<file path="src/rtl/stream_loader.sv">
// -----------------------------------------------------------------------------
// stream_loader
//   Moves a bounded stream of words from a valid/ready source into a FIFO.
//   Each stream starts with a one-cycle pointer-clear pulse to the FIFO.
//   The FIFO then receives up to the requested number of words, with no
//   data register between the source and the FIFO. The stream ends in a
//   single FINISH cycle that pulses done_o.
//
// Ports
//   clk_i, rst_ni       clock, async active-low reset
//   start_i, len_i      stream request; len_i is sampled with start_i and
//                       clamped to MAX_LEN; len_i == 0 goes straight to
//                       FINISH
//   abort_i             ends the current stream (CLEAR/STREAM only)
//   s_valid_i, s_data_i upstream word
//   s_ready_o           upstream ready (STREAM, FIFO not full, no abort)
//   fifo_full_i         FIFO full flag, the only backpressure source
//   fifo_wr_en_o        FIFO write strobe (= s_valid_i & s_ready_o)
//   fifo_data_o         FIFO write data (= s_data_i)
//   fifo_new_stream_o   one-cycle FIFO pointer clear, issued in CLEAR
//   busy_o              state != IDLE
//   done_o, aborted_o   end-of-stream pulse; aborted_o qualifies done_o
//   words_o             words accepted in the current or last stream
// -----------------------------------------------------------------------------
module stream_loader #(
  parameter int DATA_WIDTH = 8,
  parameter int MAX_LEN    = 16
) (
  input  logic                       clk_i,
  input  logic                       rst_ni,
  input  logic                       start_i,
  input  logic [$clog2(MAX_LEN):0]   len_i,
  input  logic                       abort_i,
  input  logic                       s_valid_i,
  input  logic [DATA_WIDTH-1:0]      s_data_i,
  output logic                       s_ready_o,
  input  logic                       fifo_full_i,
  output logic                       fifo_wr_en_o,
  output logic [DATA_WIDTH-1:0]      fifo_data_o,
  output logic                       fifo_new_stream_o,
  output logic                       busy_o,
  output logic                       done_o,
  output logic                       aborted_o,
  output logic [$clog2(MAX_LEN):0]   words_o
);

  localparam int LW = $clog2(MAX_LEN) + 1;
  localparam logic [LW-1:0] MAX_LEN_W = LW'(MAX_LEN);

  typedef enum logic [1:0] {
    IDLE   = 2'd0,
    CLEAR  = 2'd1,
    STREAM = 2'd2,
    FINISH = 2'd3
  } state_e;

  state_e          state_q;
  logic [LW-1:0]   len_q;
  logic [LW-1:0]   words_q;
  logic [LW-1:0]   words_inc;
  logic            done_q;
  logic            aborted_q;
  logic            new_stream_q;
  logic            last_write;

  // Datapath is pure wiring: the source talks straight to the FIFO.
  // abort_i kills ready in the same cycle so an aborting cycle never writes.
  // Reset forces the state to IDLE asynchronously. The rst_ni term keeps
  // ready low even while the state register is settling into reset.
  assign s_ready_o    = rst_ni && (state_q == STREAM) && !fifo_full_i && !abort_i;
  assign fifo_wr_en_o = s_valid_i && s_ready_o;
  assign fifo_data_o  = s_data_i;

  assign words_inc  = words_q + LW'(1);
  // The write that reaches the latched length closes the stream. The state
  // leaves STREAM on that edge, so no further word can be accepted.
  assign last_write = fifo_wr_en_o && (words_inc == len_q);

  assign busy_o            = (state_q != IDLE);
  assign done_o            = done_q;
  assign aborted_o         = aborted_q;
  assign fifo_new_stream_o = new_stream_q;
  assign words_o           = words_q;

  // The pulse outputs are registered on the transition into the state that
  // owns them. CLEAR therefore sees new_stream high, and FINISH sees
  // done/aborted high, for exactly one cycle each.
  always_ff @(posedge clk_i or negedge rst_ni) begin
    if (!rst_ni) begin
      state_q      <= IDLE;
      len_q        <= '0;
      words_q      <= '0;
      done_q       <= 1'b0;
      aborted_q    <= 1'b0;
      new_stream_q <= 1'b0;
    end else begin
      done_q       <= 1'b0;
      aborted_q    <= 1'b0;
      new_stream_q <= 1'b0;
      case (state_q)
        IDLE: begin
          if (start_i) begin
            words_q <= '0;
            if (len_i == '0) begin
              // Empty stream: no FIFO clear, just report completion.
              state_q <= FINISH;
              done_q  <= 1'b1;
            end else begin
              len_q        <= (len_i > MAX_LEN_W) ? MAX_LEN_W : len_i;
              state_q      <= CLEAR;
              new_stream_q <= 1'b1;
            end
          end
        end
        CLEAR: begin
          // The clear pulse is already on the wire this cycle. An abort
          // here only redirects the next state.
          if (abort_i) begin
            state_q   <= FINISH;
            done_q    <= 1'b1;
            aborted_q <= 1'b1;
          end else begin
            state_q <= STREAM;
          end
        end
        STREAM: begin
          if (abort_i) begin
            state_q   <= FINISH;
            done_q    <= 1'b1;
            aborted_q <= 1'b1;
          end else if (fifo_wr_en_o) begin
            words_q <= words_inc;
            if (last_write) begin
              state_q <= FINISH;
              done_q  <= 1'b1;
            end
          end
        end
        FINISH: begin
          state_q <= IDLE;
        end
        default: begin
          state_q <= IDLE;
        end
      endcase
    end
  end

endmodule
</file>
<file path="config.mk">
export PLATFORM = sky130hd
export DESIGN_NAME = stream_loader
export DESIGN_NICKNAME = d
export VERILOG_FILES = /design/src/rtl/stream_loader.sv
export SDC_FILE = /design/constraint.sdc
export NUM_CORES = 1
export LEC_CHECK = 0
export CAP_MARGIN = 0
export CORE_MARGIN = 5
export CORE_UTILIZATION = 40
export CTS_BUF_LIST = sky130_fd_sc_hd__clkbuf_16
export DETAILED_ROUTE_END_ITERATION = 16
export GPL_TIMING_DRIVEN = 0
export PLACE_DENSITY = 0.74
export SYNTH_ARGS = -nofsm -noshare
export SYNTH_HDL_FRONTEND = slang
export SYNTH_SLANG_ARGS = --single-unit
</file>
<file path="constraint.sdc">
create_clock -name clk_i -period 2.4 [get_ports clk_i]
set_input_delay 0.48 -clock clk_i [delete_from_list [all_inputs] [get_ports clk_i]]
set_output_delay 0.48 -clock clk_i [all_outputs]
set_load 0.01 [all_outputs]
</file>
; Word-level counts from Yosys, hierarchy flattened
; Index checks and enable logic that the tools add are counted.
[word_totals]
out_inout_bits = 19
in_bits = 19
elab_cells = 56
register_bits = 15
[classes]
order_cmp = 1
n_addsub = 1
n_bitwise = 1
n_reduce_logical = 15
eq_ne = 9
n_mux = 23
[ops]
columns = cell, count
row1 = $mux W5, 4
row2 = $mux W1, 11
row3 = $mux W2, 5
row4 = $pmux W5 S2, 1
row5 = $pmux W2 S4, 1
row6 = $ne A2 B2 Y1 const B, 3
row7 = $ne A3 B3 Y1 const B, 2
row8 = $reduce_and A3 Y1, 2
row9 = $add A5 B1 Y5 const B, 1
row10 = $eq A5 B5 Y1, 1
row11 = $gt A5 B5 Y1 const B, 1
row12 = $logic_and A1 B1 Y1, 5
row13 = $logic_not A5 Y1, 1
row14 = $eq A2 B2 Y1 const B, 2
row15 = $reduce_and A4 Y1, 1
row16 = $reduce_bool A2 Y1, 2
row17 = $pmux W1 S3, 1
row18 = $eq A2 B1 Y1 const B, 1
row19 = $logic_not A1 Y1, 2
row20 = $logic_not A2 Y1, 1
row21 = $reduce_or A2 Y1, 1
row22 = $not A1 Y1, 1

; Logic depth before layout (Yosys ltp)
; Gate-level depths: netlist of run 1.
[logic_depth]
ltp_word = 10
ltp_mapped = 9

; Least setup slack after synthesis of run 1
; Ideal clock, no wire load.
[synth_path]
path_type = reg2reg
startpoint = reg state_q[0]
endpoint = reg state_q[1]
required_ns = 2.279
slack_ns = 0.273
path_stages_with_launch = 9
period_less_slack_ns = 2.127
path_buffers = 1
arrival_time_ns = 2.006
cell_sequence = dfrtp_1 -> inv_1 -> ha_1 -> buf_4 -> and4bb_4 -> nand2_2 -> o41a_1 -> a221o_1 -> a22o_1
[synth_between]
elab_chain_len = 8
word_cells_on_any_way = 14
cone_classes = eq/ne: 6 / mux: 1 / reduce/logical: 7
[synth_lines]
columns = item, line_no
row1 = start: declaration, 57  ; state_e state_q;
row2 = start signal: assignment, 90  ; state_q <= IDLE;
row3 = start signal: assignment, 106  ; state_q <= FINISH;
row4 = start signal: assignment, 110  ; state_q <= CLEAR;
row5 = $eq A2 B2 Y1 *, 70  ; assign s_ready_o = rst_ni && (state_q == STREAM) && !fifo_full_i && !abort_i;
row6 = $logic_and A1 B1 Y1 * (3 in series), 70
row7 = via s_ready_o, 36  ; output logic s_ready_o,
row8 = $logic_and A1 B1 Y1 *, 71  ; assign fifo_wr_en_o = s_valid_i && s_ready_o;
row9 = $logic_and A1 B1 Y1, 77  ; assign last_write = fifo_wr_en_o && (words_inc == len_q);
row10 = $ne A3 B3 Y1 (no line), -
row11 = $reduce_and A3 Y1 (no line) *, -
; The timed path passes the listed nets; every way through them passes the cells marked *.
; A chain may end at the register's enable or synchronous reset.

; Worst setup path in the final report of run 1
[layout_path]
startpoint = reg state_q[0]
endpoint = out s_ready_o
[layout_between]
elab_chain_len = 4
[layout_lines]
columns = item, line_no
row1 = $eq A2 B2 Y1, 70
row2 = $logic_and A1 B1 Y1 (3 in series), 70
row3 = end: declaration, 36
; Every way passes these cells.

==> flow_summary_export.csv, run 1 <==
group,metric,value,unit
finish,syn2layout_area_growth,41.1,%
finish,layout_common_cells,"clkdlybuf4s50_1 (27), dfrtp_1 (14), o21ai_0 (11)",
cts,root_buffer,"clkbuf_16",
die,io_pins,38,
grt,antenna_found_initial,0,
finish,multi_input_area,508,um^2
grt,grt_overflow_total,0,
finish,final_common_cell,"clkdlybuf4s50_1",
routing,first_iter_violations,24,
finish,regArea,377,um^2
sta,drv_slew,0,
critical_path,rr_endpoint,"state_q[1]$_DFFE_PN0P_",
routing,vias_per_cell,5.22,
routing,remaining_drc_errors,0,
critical_path,path_max_fanout,9,
synthesis,mappedNetlistArea,992,um^2
power,power,1380,uW
synthesis,synth.net_count,133,
grt,grt_pass1_wl,4.18,mm
cts,clock_latency,0.25,ns
critical_path,start_kind,"flip-flop",
finish,fill_cells,224,
power,p_per_area,985,nW/um^2
grt,grt_max_degree,17,
cts,holdBufCountCts,0,
placement,dp_slack,-0.574,ns
critical_path,r2r_setup_slack,0.17,ns
critical_path,crit_type,"reg -> out",
sta,setup_viol,0,
routing,ant_nets,0,
outcome,status,"finished clean",
sta,period_needed,2.34,ns
power,p_leak,0.000619,uW
cts,post_cts_buffers,0,
routing,via_count,897,
routing,wirelength,2.39,mm
power,peakVddDrop,0.000482,V
sta,max_freq,0.428,GHz
critical_path,crit-reg2reg-launch,"state_q[0]$_DFFE_PN0P_",
finish,diodes,0,
sta,timing.final.ws_setup,0.0614,ns
synthesis,synth_compound_area_frac,0.187,
critical_path,critPathArrivalTime,1.86,ns
cts,post_cts_resized,5,
synthesis,seq_area_frac_synth,0.378,
worst_hold_path,hold_class,"in -> async",
synthesis,synthMuxAreaShare,0.0113,
die,start_util,0.408,
die,die_w,59.8,um
placement,dp_hpwl,1.86,mm
finish,fin_nets,167,
cts,cts_num_sinks,15,
synthesis,syn_inst,109,
synthesis,synthXorXnorAreaFrac,0.0530,
synthesis,syn_area_per_cell,9.10,um^2
grt,grt_usage,0.154,
die,die_h,59.8,um
critical_path,end_kind,"primary output",
critical_path,worstPathRequired,1.92,ns
routing,wl_per_cell,13.9,um
synthesis,yosys_warnings,0,
die,dieArea,3580,um^2
routing,firstDrtPassIters,4,
cts,clockBufferDepth,2,
sta,grt_setup_unrepaired,"false",
sta,timing.slew.headroom,0.652,
synthesis,synthAdderAreaFrac,0.0631,
synthesis,ys_ff_latch,15,
sta,fin_crit_sh,0.974,
sta,clock-skew-final,0.000781,ns
placement,port_buffers,29,
job,max-cap-violations,0,
finish,drive_gt1_frac,0.148,
die,core_area,2430,um^2
cts,htreeDepth,1,
synthesis,yosys.cell_types.count,34,
cts,cts_inserted_buffers,3,
cts,cts_tree,"done",
sta,tightest_slew,0.519,ns
finish,instances_no_fill,172,
placement,gp_congestion,0.838,
placement,dp_cells,168,
grt,grt_pass1_vias,921,
die,row_count,18,
synthesis,synth_top_family_by_area,"simple AND/OR/NAND/NOR gates",
sta,hold_violations,0,
sta,fin_hold_ws,0.244,ns
cts,path_clk_slew,0.05,ns
critical_path,reg2reg_depth,8,
synthesis,synth-simple-area-share,0.198,
-- layout make-up --
type                       count  share of cell area
sequential                    15               0.269
inverter                      10              0.0268
tap                           30              0.0268
multi-input combinational     74               0.363
clock inverter                 1             0.00268
timing repair buffer          29               0.207
buffer                        10              0.0509
clock buffer                   3              0.0536
-- cells in the mapped netlist --
| library cell | count | area, um^2 |
|---|---|---|
| a211oi_1 | 1 | 7.51 |
| a211oi_2 | 1 | 12.5 |
| a21o_1 | 2 | 15.0 |
| a21oi_1 | 2 | 10.0 |
| a221o_1 | 1 | 10.0 |
| a22o_1 | 4 | 35.0 |
| a31oi_1 | 1 | 6.26 |
| and4bb_4 | 1 | 16.3 |
| buf_4 | 9 | 67.6 |
| clkbuf_1 | 1 | 3.75 |
| dfrtp_1 | 15 | 375 |
| ha_1 | 5 | 62.6 |
| inv_1 | 10 | 37.5 |
| mux2_2 | 1 | 11.3 |
| nand2_1 | 10 | 37.5 |
| nand2_2 | 1 | 6.26 |
| nand2b_1 | 3 | 18.8 |
| nand3_1 | 4 | 20.0 |
| nand4b_1 | 1 | 8.76 |
| nor2_1 | 3 | 11.3 |
| nor2b_1 | 2 | 12.5 |
| nor3_1 | 2 | 10.0 |
| nor3b_1 | 1 | 7.51 |
| o2111ai_1 | 1 | 8.76 |
| o21ai_0 | 11 | 55.1 |
| o21ai_1 | 1 | 5.00 |
| o221ai_1 | 1 | 8.76 |
| o41a_1 | 1 | 11.3 |
| or2_2 | 2 | 12.5 |
| or2b_1 | 1 | 7.51 |
| or3_1 | 2 | 12.5 |
| or4_1 | 2 | 15.0 |
| xnor2_1 | 4 | 35.0 |
| xor2_1 | 2 | 17.5 |
-- critical path, cell delays in order (launching register included) --
cell and delay, ns:
dfrtp_2 0.43, inv_2 0.09, ha_1 0.15, buf_4 0.15, and4bb_4 0.25, clkdlybuf4s50_1 0.54
-- routing by layer --
metal / GRT usage / up-vias / wire [um]
met5: 0 / - / 0
met2: 0.270 / 35 / 1190
li1: - / 442 / -
met1: 0.181 / 415 / 1010
met3: 0.0302 / 5 / 157
met4: 0.0633 / 0 / 44
-- per-stage QoR --
| stage | cell area, um^2 | util | TNS (ns) |
|---|---|---|---|
| after detailed placement | 1320 | 0.543 | -4.04 |
| after floorplan | 992 | - | 0 |
| after CTS | 1400 | 0.575 | 0 |
| after global routing | 1400 | 0.576 | 0 |
| after global placement | 1320 | 0.543 | -3.69 |
| final | 1400 | 0.576 | 0 |
-- where the power goes --
group | total (uW) | switching (uW) | leakage (uW) | internal [uW]
clock | 324 | 103 | 0.0000423 | 221
combinational | 630 | 328 | 0.000381 | 302
sequential | 426 | 83.5 | 0.000196 | 342
total | 1380 | 514 | 0.000619 | 865
-- registers in the layout, indices dropped and copies added (netlist names) --
name	count
fifo_new_stream_o	1
done_o	1
aborted_o	1
state_q	2
len_q	5
words_o	5
-- worst max path at each step --
stage,from,to,depth (start not counted)
floorplan,state_q[0]$_DFFE_PN0P_,state_q[1]$_DFFE_PN0P_,8
global route,state_q[0]$_DFFE_PN0P_,s_ready_o,5
CTS,state_q[0]$_DFFE_PN0P_,s_ready_o,5
finish,state_q[0]$_DFFE_PN0P_,s_ready_o,5
global placement,rst_ni,fifo_wr_en_o,5
detailed placement,rst_ni,fifo_wr_en_o,5
-- kinds of logic after synthesis --
group                    after synthesis
AND/OR/NAND/NOR                       35
AO/OA/AOI/OAI                         27
buffers and inverters                 20
flip-flops                            15
XOR/XNOR                               6
adder cells (fa/ha/maj)                5
multiplexers                           1
Note: power is estimated with default switching activity, not from simulation.
==> run 2, diff against run 1 <==
--- a/config.mk
+++ b/config.mk
@@ -6,12 +6,13 @@
 export NUM_CORES = 1
 export LEC_CHECK = 0
 export CAP_MARGIN = 0
-export CORE_MARGIN = 5
+export CORE_MARGIN = 2
 export CORE_UTILIZATION = 40
 export CTS_BUF_LIST = sky130_fd_sc_hd__clkbuf_16
+export CTS_CLUSTER_DIAMETER = 150
 export DETAILED_ROUTE_END_ITERATION = 16
 export GPL_TIMING_DRIVEN = 0
-export PLACE_DENSITY = 0.74
+export PLACE_DENSITY_LB_ADDON = 0.25
 export SYNTH_ARGS = -nofsm -noshare
 export SYNTH_HDL_FRONTEND = slang
 export SYNTH_SLANG_ARGS = --single-unit
==> run 2 against run 1 <==
Net effect: worst hold slack worse by 0.0029 ns; maximum frequency up 2.6%; critical path type unchanged; sequential share of layout area down 0.21 points; sequential cell count unchanged; setup slack better by 0.059 ns.
==> flow_summary_export.csv, run 2 (synthesis results as in run 1) <==
group,metric,value,unit
outcome,status,"finished clean",
grt,grt_max_degree,17,
cts,holdBufCountCts,0,
routing,wl_per_cell,12.7,um
critical_path,crit_type,"reg -> out",
placement,dp_hpwl,1.70,mm
grt,antenna_found_initial,0,
cts,cts_inserted_buffers,3,
critical_path,crit_path_cell_trace,"inv_2, ha_1, buf_4, and4bb_4, clkdlybuf4s50_1",
routing,first_iter_violations,9,
grt,grt_overflow_total,0,
critical_path,start_kind,"flip-flop",
sta,timing.slew.headroom,0.661,
die,die_w,53.8,um
critical_path,path_max_fanout,9,
cts,cts_tree,"done",
power,p_leak,0.000624,uW
cts,root_buffer,"clkbuf_16",
finish,final_common_cell,"clkdlybuf4s50_1",
critical_path,cp_slowest_stage_delay,0.53,ns
grt,grt_usage,0.175,
critical_path,end_kind,"primary output",
sta,hold_violations,0,
die,start_util,0.412,
die,io_pins,38,
die,core_area,2410,um^2
critical_path,reg2reg_depth,8,
routing,firstDrtPassIters,4,
cts,clock_latency,0.25,ns
routing,ant_nets,0,
finish,fin_nets,168,
placement,gp_congestion,0.853,
finish,final_util,0.584,
critical_path,crit_slowest_cell,"clkdlybuf4s50_1",
sta,clock-skew-final,0.00209,ns
grt,grt_pass1_wl,3.48,mm
routing,wirelength,2.20,mm
critical_path,r2r_setup_slack,0.23,ns
sta,period_needed,2.28,ns
critical_path,crit_family,"buffers and inverters",
power,p_per_area,983,nW/um^2
cts,cts_num_sinks,15,
sta,grt_setup_unrepaired,"false",
routing,via_count,884,
placement,port_buffers,29,
critical_path,cp-startpoint,"state_q[0]$_DFFE_PN0P_",
finish,fill_cells,211,
sta,fin_hold_ws,0.241,ns
critical_path,critPathArrivalTime,1.80,ns
finish,diodes,0,
finish,syn2layout_area_growth,41.7,%
finish,multi_input_area,508,um^2
cts,htreeDepth,1,
routing,vias_per_cell,5.11,
die,dieArea,2890,um^2
job,max-cap-violations,0,
power,peakVddDrop,0.000519,V
sta,tightest_slew,0.506,ns
worst_hold_path,hold_class,"in -> async",
sta,setup_viol,0,
grt,grt_pass1_vias,817,
critical_path,crit-reg2reg-launch,"state_q[0]$_DFFE_PN0P_",
critical_path,worstPathRequired,1.92,ns
finish,finalInstanceArea,1410,um^2
die,die_h,53.8,um
finish,layout_common_cells,"clkdlybuf4s50_1 (26), dfrtp_1 (15), o21ai_0 (11)",
cts,path_clk_slew,0.05,ns
cts,clockBufferDepth,2,
sta,drv_slew,0,
sta,max_freq,0.439,GHz
routing,remaining_drc_errors,0,
placement,postPlaceCellArea,1320,um^2
critical_path,critical_path_buf_inv_count,3,
critical_path,rr_endpoint,"state_q[0]$_DFFE_PN0P_",
sta,fin_crit_sh,0.950,
finish,drive_gt1_frac,0.154,
finish,regArea,375,um^2
die,row_count,18,
run 2: worst max-delay path by stage:
stage | end | slack, ns | cells past startpoint
detailed placement | fifo_wr_en_o | -0.58 | 5
global route | s_ready_o | 0.06 | 3
CTS | s_ready_o | 0.12 | 5
finish | s_ready_o | 0.12 | 5
floorplan | state_q[1]$_DFFE_PN0P_ | 0.27 | 8
global placement | fifo_wr_en_o | -0.56 | 5
run 2: layout make-up:
type / count / share of cell area
Multi-Input combinational cell: 74 / 0.361
Sequential cell: 15 / 0.267
Timing Repair Buffer: 30 / 0.211
Clock buffer: 3 / 0.0534
Buffer: 10 / 0.0507
Inverter: 10 / 0.0267
Tap cell: 30 / 0.0267
Clock inverter: 1 / 0.00356
run 2: per-layer routing:
layer	track usage	part of all wire	vias to the layer above
li1	-	-	442
met5	0	0	-
met4	0.150	0.034	0
met3	0.0222	0.062	4
met2	0.297	0.48	39
met1	0.192	0.42	399
run 2: worst reg2reg max path, delay by kind of cell (launching register included):
family / cells / cell delay, ns
AO/OA/AOI/OAI: 3 / 1.00
flip-flops: 1 / 0.38
AND/OR/NAND/NOR: 2 / 0.31
buffers and inverters: 2 / 0.24
adder cells (fa/ha/maj): 1 / 0.15
run 2: through the flow:
step | total power, uW | instances | setup TNS (ns) | worst slack (ns)
after floorplan | 822 | 109 | 0 | 0.273
after detailed placement | 1050 | 168 | -4.03 | -0.583
final | 1380 | 173 | 0 | 0.121
after global placement | 1020 | 168 | -3.64 | -0.555
after global routing | 1490 | 173 | 0 | 0.0550
after CTS | 1390 | 173 | 0 | 0.120
run 2: timing repair:
| item | 4_1_cts | 5_1_grt |
|---|---|---|
| resized for setup | 6 | 0 |
| buffers inserted | 1 | 0 |
| endpoints found under the setup margin | 9 | 0 |
run 2: power by group:
part           internal [uW]  switching, uW  leakage [uW]
registers                340           74.3      0.000197
logic                    314            328      0.000387
clock network            223            103     0.0000409
